## config.mk

```make
export PLATFORM = sky130hd
export DESIGN_NAME = dmem_mmio
export DESIGN_NICKNAME = d
export VERILOG_FILES = /design/src/rtl/dmem_mmio.sv
export SDC_FILE = /design/constraint.sdc
export NUM_CORES = 2
export LEC_CHECK = 0
export BUFFER_PORTS_ARGS = -buffer_cell sky130_fd_sc_hd__buf_2
export CAP_MARGIN = 10
export CELL_PAD_IN_SITES_DETAIL_PLACEMENT = 1
export CELL_PAD_IN_SITES_GLOBAL_PLACEMENT = 1
export CORE_ASPECT_RATIO = 0.6
export CORE_UTILIZATION = 55
export CTS_BUF_LIST = sky130_fd_sc_hd__clkbuf_4
export CTS_CLUSTER_SIZE = 14
export DETAILED_ROUTE_END_ITERATION = 6
export MAX_ROUTING_LAYER = met4
export PLACE_DENSITY = 0.84
export RECOVER_POWER = 25
export SETUP_SLACK_MARGIN = 0.05
export SYNTH_ARGS = -nofsm -noshare
export SYNTH_HDL_FRONTEND = slang
export SYNTH_SLANG_ARGS = --single-unit
export TNS_END_PERCENT = 5
```

## constraint.sdc

```tcl
create_clock -name clk -period 3.25 [get_ports clk]
set_clock_uncertainty 0.2 [all_clocks]
set_input_delay 0.4875 -clock clk [delete_from_list [all_inputs] [get_ports clk]]
set_output_delay 0.4875 -clock clk [all_outputs]
set_load 0.05 [all_outputs]
```

## src/rtl/dmem_mmio.sv

```systemverilog
// Data memory with a small memory-mapped register block: LED, free-running
// timer with compare/match flag, program-exit latch and a sticky flag for
// writes to unmapped addresses.
// Optional timer (TCOUNT/TCMP/STATUS/Irq) is built only when DMEM_TIMER_EN is
// defined; otherwise those offsets read 0, ignore writes and Irq is tied low.
module dmem_mmio #(
  parameter int unsigned DEPTH_WORDS = 64,
  parameter logic [31:0] MMIO_BASE   = 32'h0000_1000
) (
  input  logic        clk,
  input  logic        reset,
  input  logic        MemWrite,
  input  logic [31:0] Addr,
  input  logic [31:0] WriteData,
  output logic [31:0] ReadData,
  output logic [7:0]  Led,
  output logic        Irq,
  output logic        Done,
  output logic [31:0] ExitCode,
  output logic        AccErr
);

  localparam int unsigned IdxW     = $clog2(DEPTH_WORDS);
  localparam logic [31:0] RamBytes = 32'(DEPTH_WORDS * 4);
  localparam logic [29:0] BaseWord = MMIO_BASE[31:2];

  // Address decode; RAM takes precedence should the regions ever overlap.
  logic            ram_hit;
  logic [IdxW-1:0] ram_idx;
  logic            led_hit, tcnt_hit, tcmp_hit, stat_hit, exit_hit;
  logic            unmapped;

  assign ram_hit  = (Addr < RamBytes);
  assign ram_idx  = Addr[IdxW+1:2];
  assign led_hit  = !ram_hit && (Addr[31:2] == BaseWord);
  assign tcnt_hit = !ram_hit && (Addr[31:2] == BaseWord + 30'd1);
  assign tcmp_hit = !ram_hit && (Addr[31:2] == BaseWord + 30'd2);
  assign stat_hit = !ram_hit && (Addr[31:2] == BaseWord + 30'd3);
  assign exit_hit = !ram_hit && (Addr[31:2] == BaseWord + 30'd4);
  // Timer offsets stay mapped even when the timer is not built.
  assign unmapped = !(ram_hit || led_hit || tcnt_hit || tcmp_hit || stat_hit || exit_hit);

  // RAM storage: no reset, and writes are suppressed while reset is held.
  logic [31:0] mem [DEPTH_WORDS];

  // RAM write port.
  always_ff @(posedge clk) begin
    if (reset && MemWrite && ram_hit) begin
      mem[ram_idx] <= WriteData;
    end
  end

  // Control registers.
  logic [7:0]  led_q, led_d;
  logic        done_q, done_d;
  logic [31:0] exit_code_q, exit_code_d;
  logic        acc_err_q, acc_err_d;

  // Next-state for LED, exit latch and access-error flag.
  always_comb begin
    led_d       = led_q;
    done_d      = done_q;
    exit_code_d = exit_code_q;
    acc_err_d   = acc_err_q;
    if (MemWrite && led_hit) begin
      led_d = WriteData[7:0];
    end
    // Only the first EXIT write is captured.
    if (MemWrite && exit_hit && !done_q) begin
      done_d      = 1'b1;
      exit_code_d = WriteData;
    end
    if (MemWrite && unmapped) begin
      acc_err_d = 1'b1;
    end
  end

  // Control register state with asynchronous active-low reset.
  always_ff @(posedge clk or negedge reset) begin
    if (!reset) begin
      led_q       <= 8'h00;
      done_q      <= 1'b0;
      exit_code_q <= 32'h0;
      acc_err_q   <= 1'b0;
    end else begin
      led_q       <= led_d;
      done_q      <= done_d;
      exit_code_q <= exit_code_d;
      acc_err_q   <= acc_err_d;
    end
  end

`ifdef DMEM_TIMER_EN
  logic [31:0] tcount_q, tcount_d;
  logic [31:0] tcmp_q, tcmp_d;
  logic        match_q, match_d;

  // Timer next-state: load beats increment, match set beats W1C clear.
  always_comb begin
    tcount_d = tcount_q + 32'd1;
    tcmp_d   = tcmp_q;
    match_d  = match_q;
    if (MemWrite && tcnt_hit) begin
      tcount_d = WriteData;
    end
    if (MemWrite && tcmp_hit) begin
      tcmp_d = WriteData;
    end
    if (MemWrite && stat_hit && WriteData[0]) begin
      match_d = 1'b0;
    end
    if ((tcount_q == tcmp_q) && (tcmp_q != 32'h0)) begin
      match_d = 1'b1;
    end
  end

  // Timer state with asynchronous active-low reset.
  always_ff @(posedge clk or negedge reset) begin
    if (!reset) begin
      tcount_q <= 32'h0;
      tcmp_q   <= 32'h0;
      match_q  <= 1'b0;
    end else begin
      tcount_q <= tcount_d;
      tcmp_q   <= tcmp_d;
      match_q  <= match_d;
    end
  end

  assign Irq = match_q;
`else
  assign Irq = 1'b0;
`endif

  // Combinational load data from current (pre-write) state.
  always_comb begin
    ReadData = 32'h0;
    if (ram_hit) begin
      ReadData = mem[ram_idx];
    end else if (led_hit) begin
      ReadData = {24'h0, led_q};
`ifdef DMEM_TIMER_EN
    end else if (tcnt_hit) begin
      ReadData = tcount_q;
    end else if (tcmp_hit) begin
      ReadData = tcmp_q;
    end else if (stat_hit) begin
      ReadData = {31'h0, match_q};
`endif
    end
  end

  assign Led      = led_q;
  assign Done     = done_q;
  assign ExitCode = exit_code_q;
  assign AccErr   = acc_err_q;

endmodule

```

==> impl_metrics.toml <==
[timing]
tightest_slew_ns = 3.27
finalCriticalPeriod_ns = 4.50
period_share = 1.38
drv_slew = 878
rsz0062_at_grt = "true"
setup_violations = 111
fmax_mhz = 222
hold_violations = 0
setup_ws_ns = -1.25
max_slew_margin = -1.18
timing.hold.ws_ns = 0.0914

[logic_synthesis]
avgSynthCellArea_um2 = 23.7
async_flop_share = 0.0201
synth_seq_area_share = 0.779
yosysUniqueCellTypes = 62
syn-cell-area_um2 = 80300
synth_warnings = 0
yosys.area.top_type = "edfxtp_1"
syn_inst = 3392
synth_top_flop_cell = "edfxtp_1"
synth_nets = 3459
synth_top_area_frac = 0.766
synth_enable_flop_cells = 2048
ys_top_cells_by_area = "edfxtp_1 (77%), mux4_2 (16%), mux2i_1 (1.4%)"
ys_seq_elements = 2090

[grt]
antenna_found_initial = 17
grt_overflow = 0
gr-usage-all-layers = 0.433
grt_pass1_wl_mm = 417
grt_max_degree = 66
first_global_vias = 50300

[worst_hold_path]
hp-class = "in2reg"

[detailed_routing]
drtIter0Drc = 9540
avgRoutedWirePerCell_um = 45.4
drcViolationCount = 0
drt_pass1_iterations = 6
totalWireLength_mm = 305
antenna_left = 0
viasPerCell = 7.21
vias = 48500

[clock_network]
cts_setup_buffers = 0
cts_max_level = 5
clockBufferDepth = 4
numCtsBuffers = 466
clkSinkCount = 2090
clk_pin_slew_ns = 0.13
insertion_delay_ns = 1.40
cts_tree = "built"
root_buffer = "clkbuf_4"

[floorplan]
rows = 108
fp.dieW_um = 495
fp.dieH_um = 298
boundaryPins = 142
start_util = 0.555
core_um2 = 145000
die_area_um2 = 148000

[placed_design]
dpl.hpwl_mm = 158
globalplace.congestion = 0.887
portBuffers = 138

[finish]
multi_input_area_um2 = 17700
drive_gt1_frac = 0.446
layout.nets = 4509
final_cell_mix = "edfxtp_1 (2048), clkbuf_4 (714), mux4_2 (565)"
final_common_cell = "edfxtp_1"
final_core_util = 0.667
regArea_um2 = 62600
area_growth_pct = 20.2
fillers = 11600

[power]
clkPwrFrac = 0.409
power_density_nw_per_um2 = 575
comb_power_share = 0.058
switching_share = 0.259
p_switching_mw = 14.4
power_frac_seq = 0.533
ir_worst_vdd_v = 0.000455
p_int_mw = 41.1
p_leak_nw = 32.1

[setup_path]
required_ns = 2.56
critPathSlowestCell = "a2111oi_1"
cp.arrival_ns = 3.81
crit_path_end_kind = "primary output"
cp-start-kind = "flop"
max_stage_delay_ns = 0.51
crit_chain = "mux4_2, and2_1, a2111oi_1, a2111oi_1, buf_4, a21oi_4, o31ai_4, buf_12"
crit_fanout = 1
crit_top_cell = "a2111oi_1"
worstSetupPathType = "reg2out"

[status]
failed_checks = "max-capacitance violations, max-slew violations, negative setup slack"
outcome = "complete, but fails checks"

[job]
max-cap-violations = 22
==> cell type report <==
class	count	share of cell area
Clock buffer	714	0.0556
Multi-Input combinational cell	1114	0.184
Timing Repair Buffer	766	0.0821
Tap cell	1925	0.0250
Antenna cell	14	0.000363
Inverter	4	0.000156
Sequential cell	2090	0.648
Clock inverter	91	0.00506
==> critical path, delay by kind of cell, from the launching register on <==
kind	cells	cell delay [ns]
multiplexers	1	0.50
buffers and inverters	2	0.35
flip-flops	1	0.39
AND/OR/NAND/NOR	1	0.20
AO/OA/AOI/OAI	4	0.93
==> power groups by stage <==
stage / clock network [mW] / logic (mW) / registers [mW]
global route: 23.5 / 3.25 / 29.5
detailed placement: 0 / 2.78 / 30.1
global placement: 0 / 2.62 / 30.1
CTS: 22.0 / 3.07 / 29.5
finish: 22.7 / 3.22 / 29.5
floorplan: 0 / 1.37 / 30.1
==> registers in the layout (all words and copies together), names as in the netlist <==
| signal | cells |
|---|---|
| mem | 2048 |
| ExitCode | 32 |
| Led | 8 |
| AccErr | 1 |
| Done | 1 |
==> final timing paths <==
check                                               from                       end  slack (ns)  depth (start not counted)
worst min-delay path                             Addr[7]     mem[61][21]$_DFFE_PP_        0.09                          6
min in group asynchronous                          reset        Led[5]$_DFFE_PN0P_        0.82                          4
worst min register to register  ExitCode[19]$_DFFE_PN0P_  ExitCode[19]$_DFFE_PN0P_        0.28                          1
worst max-delay path                 mem[7][0]$_DFFE_PP_               ReadData[0]       -1.25                          8
max in group asynchronous                          reset  ExitCode[12]$_DFFE_PN0P_        0.50                          5
worst max register to register        Led[4]$_DFFE_PN0P_        Led[4]$_DFFE_PN0P_        1.59                          2
==> metal layers <==
metal	wire, µm	track usage	vias up
met5	0	-	-
met4	21500	0.252	0
met3	45600	0.123	1452
met2	141000	0.639	5455
met1	97000	0.541	24600
li1	-	-	16900
==> through the flow <==
step | setup TNS [ns] | setup slack (ns) | std cells | power (mW) | instance area [µm²]
2_1_floorplan | -400.64 | -0.274 | 3392 | 31.5 | 80900
3_3_place_gp | -437.40 | -0.610 | 5813 | 32.8 | 89200
3_5_place_dp | -544.09 | -0.681 | 5813 | 32.9 | 89200
4_1_cts | -34.72 | -1.26 | 6696 | 54.7 | 96400
5_1_grt | -34.60 | -1.26 | 6715 | 56.3 | 96500
6_report | -36.11 | -1.25 | 6718 | 55.5 | 96500
==> Yosys cell counts, types with 17 or more instances <==
cell type,number
o22ai_1,27
nor4_1,18
buf_4,48
edfxtp_1,2048
mux2i_1,110
mux2_1,31
a22o_1,22
clkbuf_1,26
a21oi_1,17
nor2_1,111
mux4_2,565
nand2_1,51
dfrtp_1,42
mux2_2,18
buf_1,18
buf_2,75
==> what timing repair did <==
item / in CTS / in global routing
pin swaps: 21 / 7
setup endpoints to repair: 32 / 32
resized for setup: 118 / 29
hold buffers: 78 / 4
cloned: 0 / 0
endpoints found under the hold margin: 3347 / 57
==> cells by family (layout without fill, tap and decap cells) <==
| group | after synthesis | after routing | share of synthesized area |
|---|---|---|---|
| buffers and inverters | 188 | 1575 | 0.0138 |
| multiplexers | 724 | 724 | 0.179 |
| flip-flops | 2090 | 2090 | 0.779 |
| other | 1 | 15 | 0.0000467 |
| AO/OA/AOI/OAI | 143 | 143 | 0.0130 |
| AND/OR/NAND/NOR | 246 | 246 | 0.0146 |
Power figures use the tool's default switching activity.
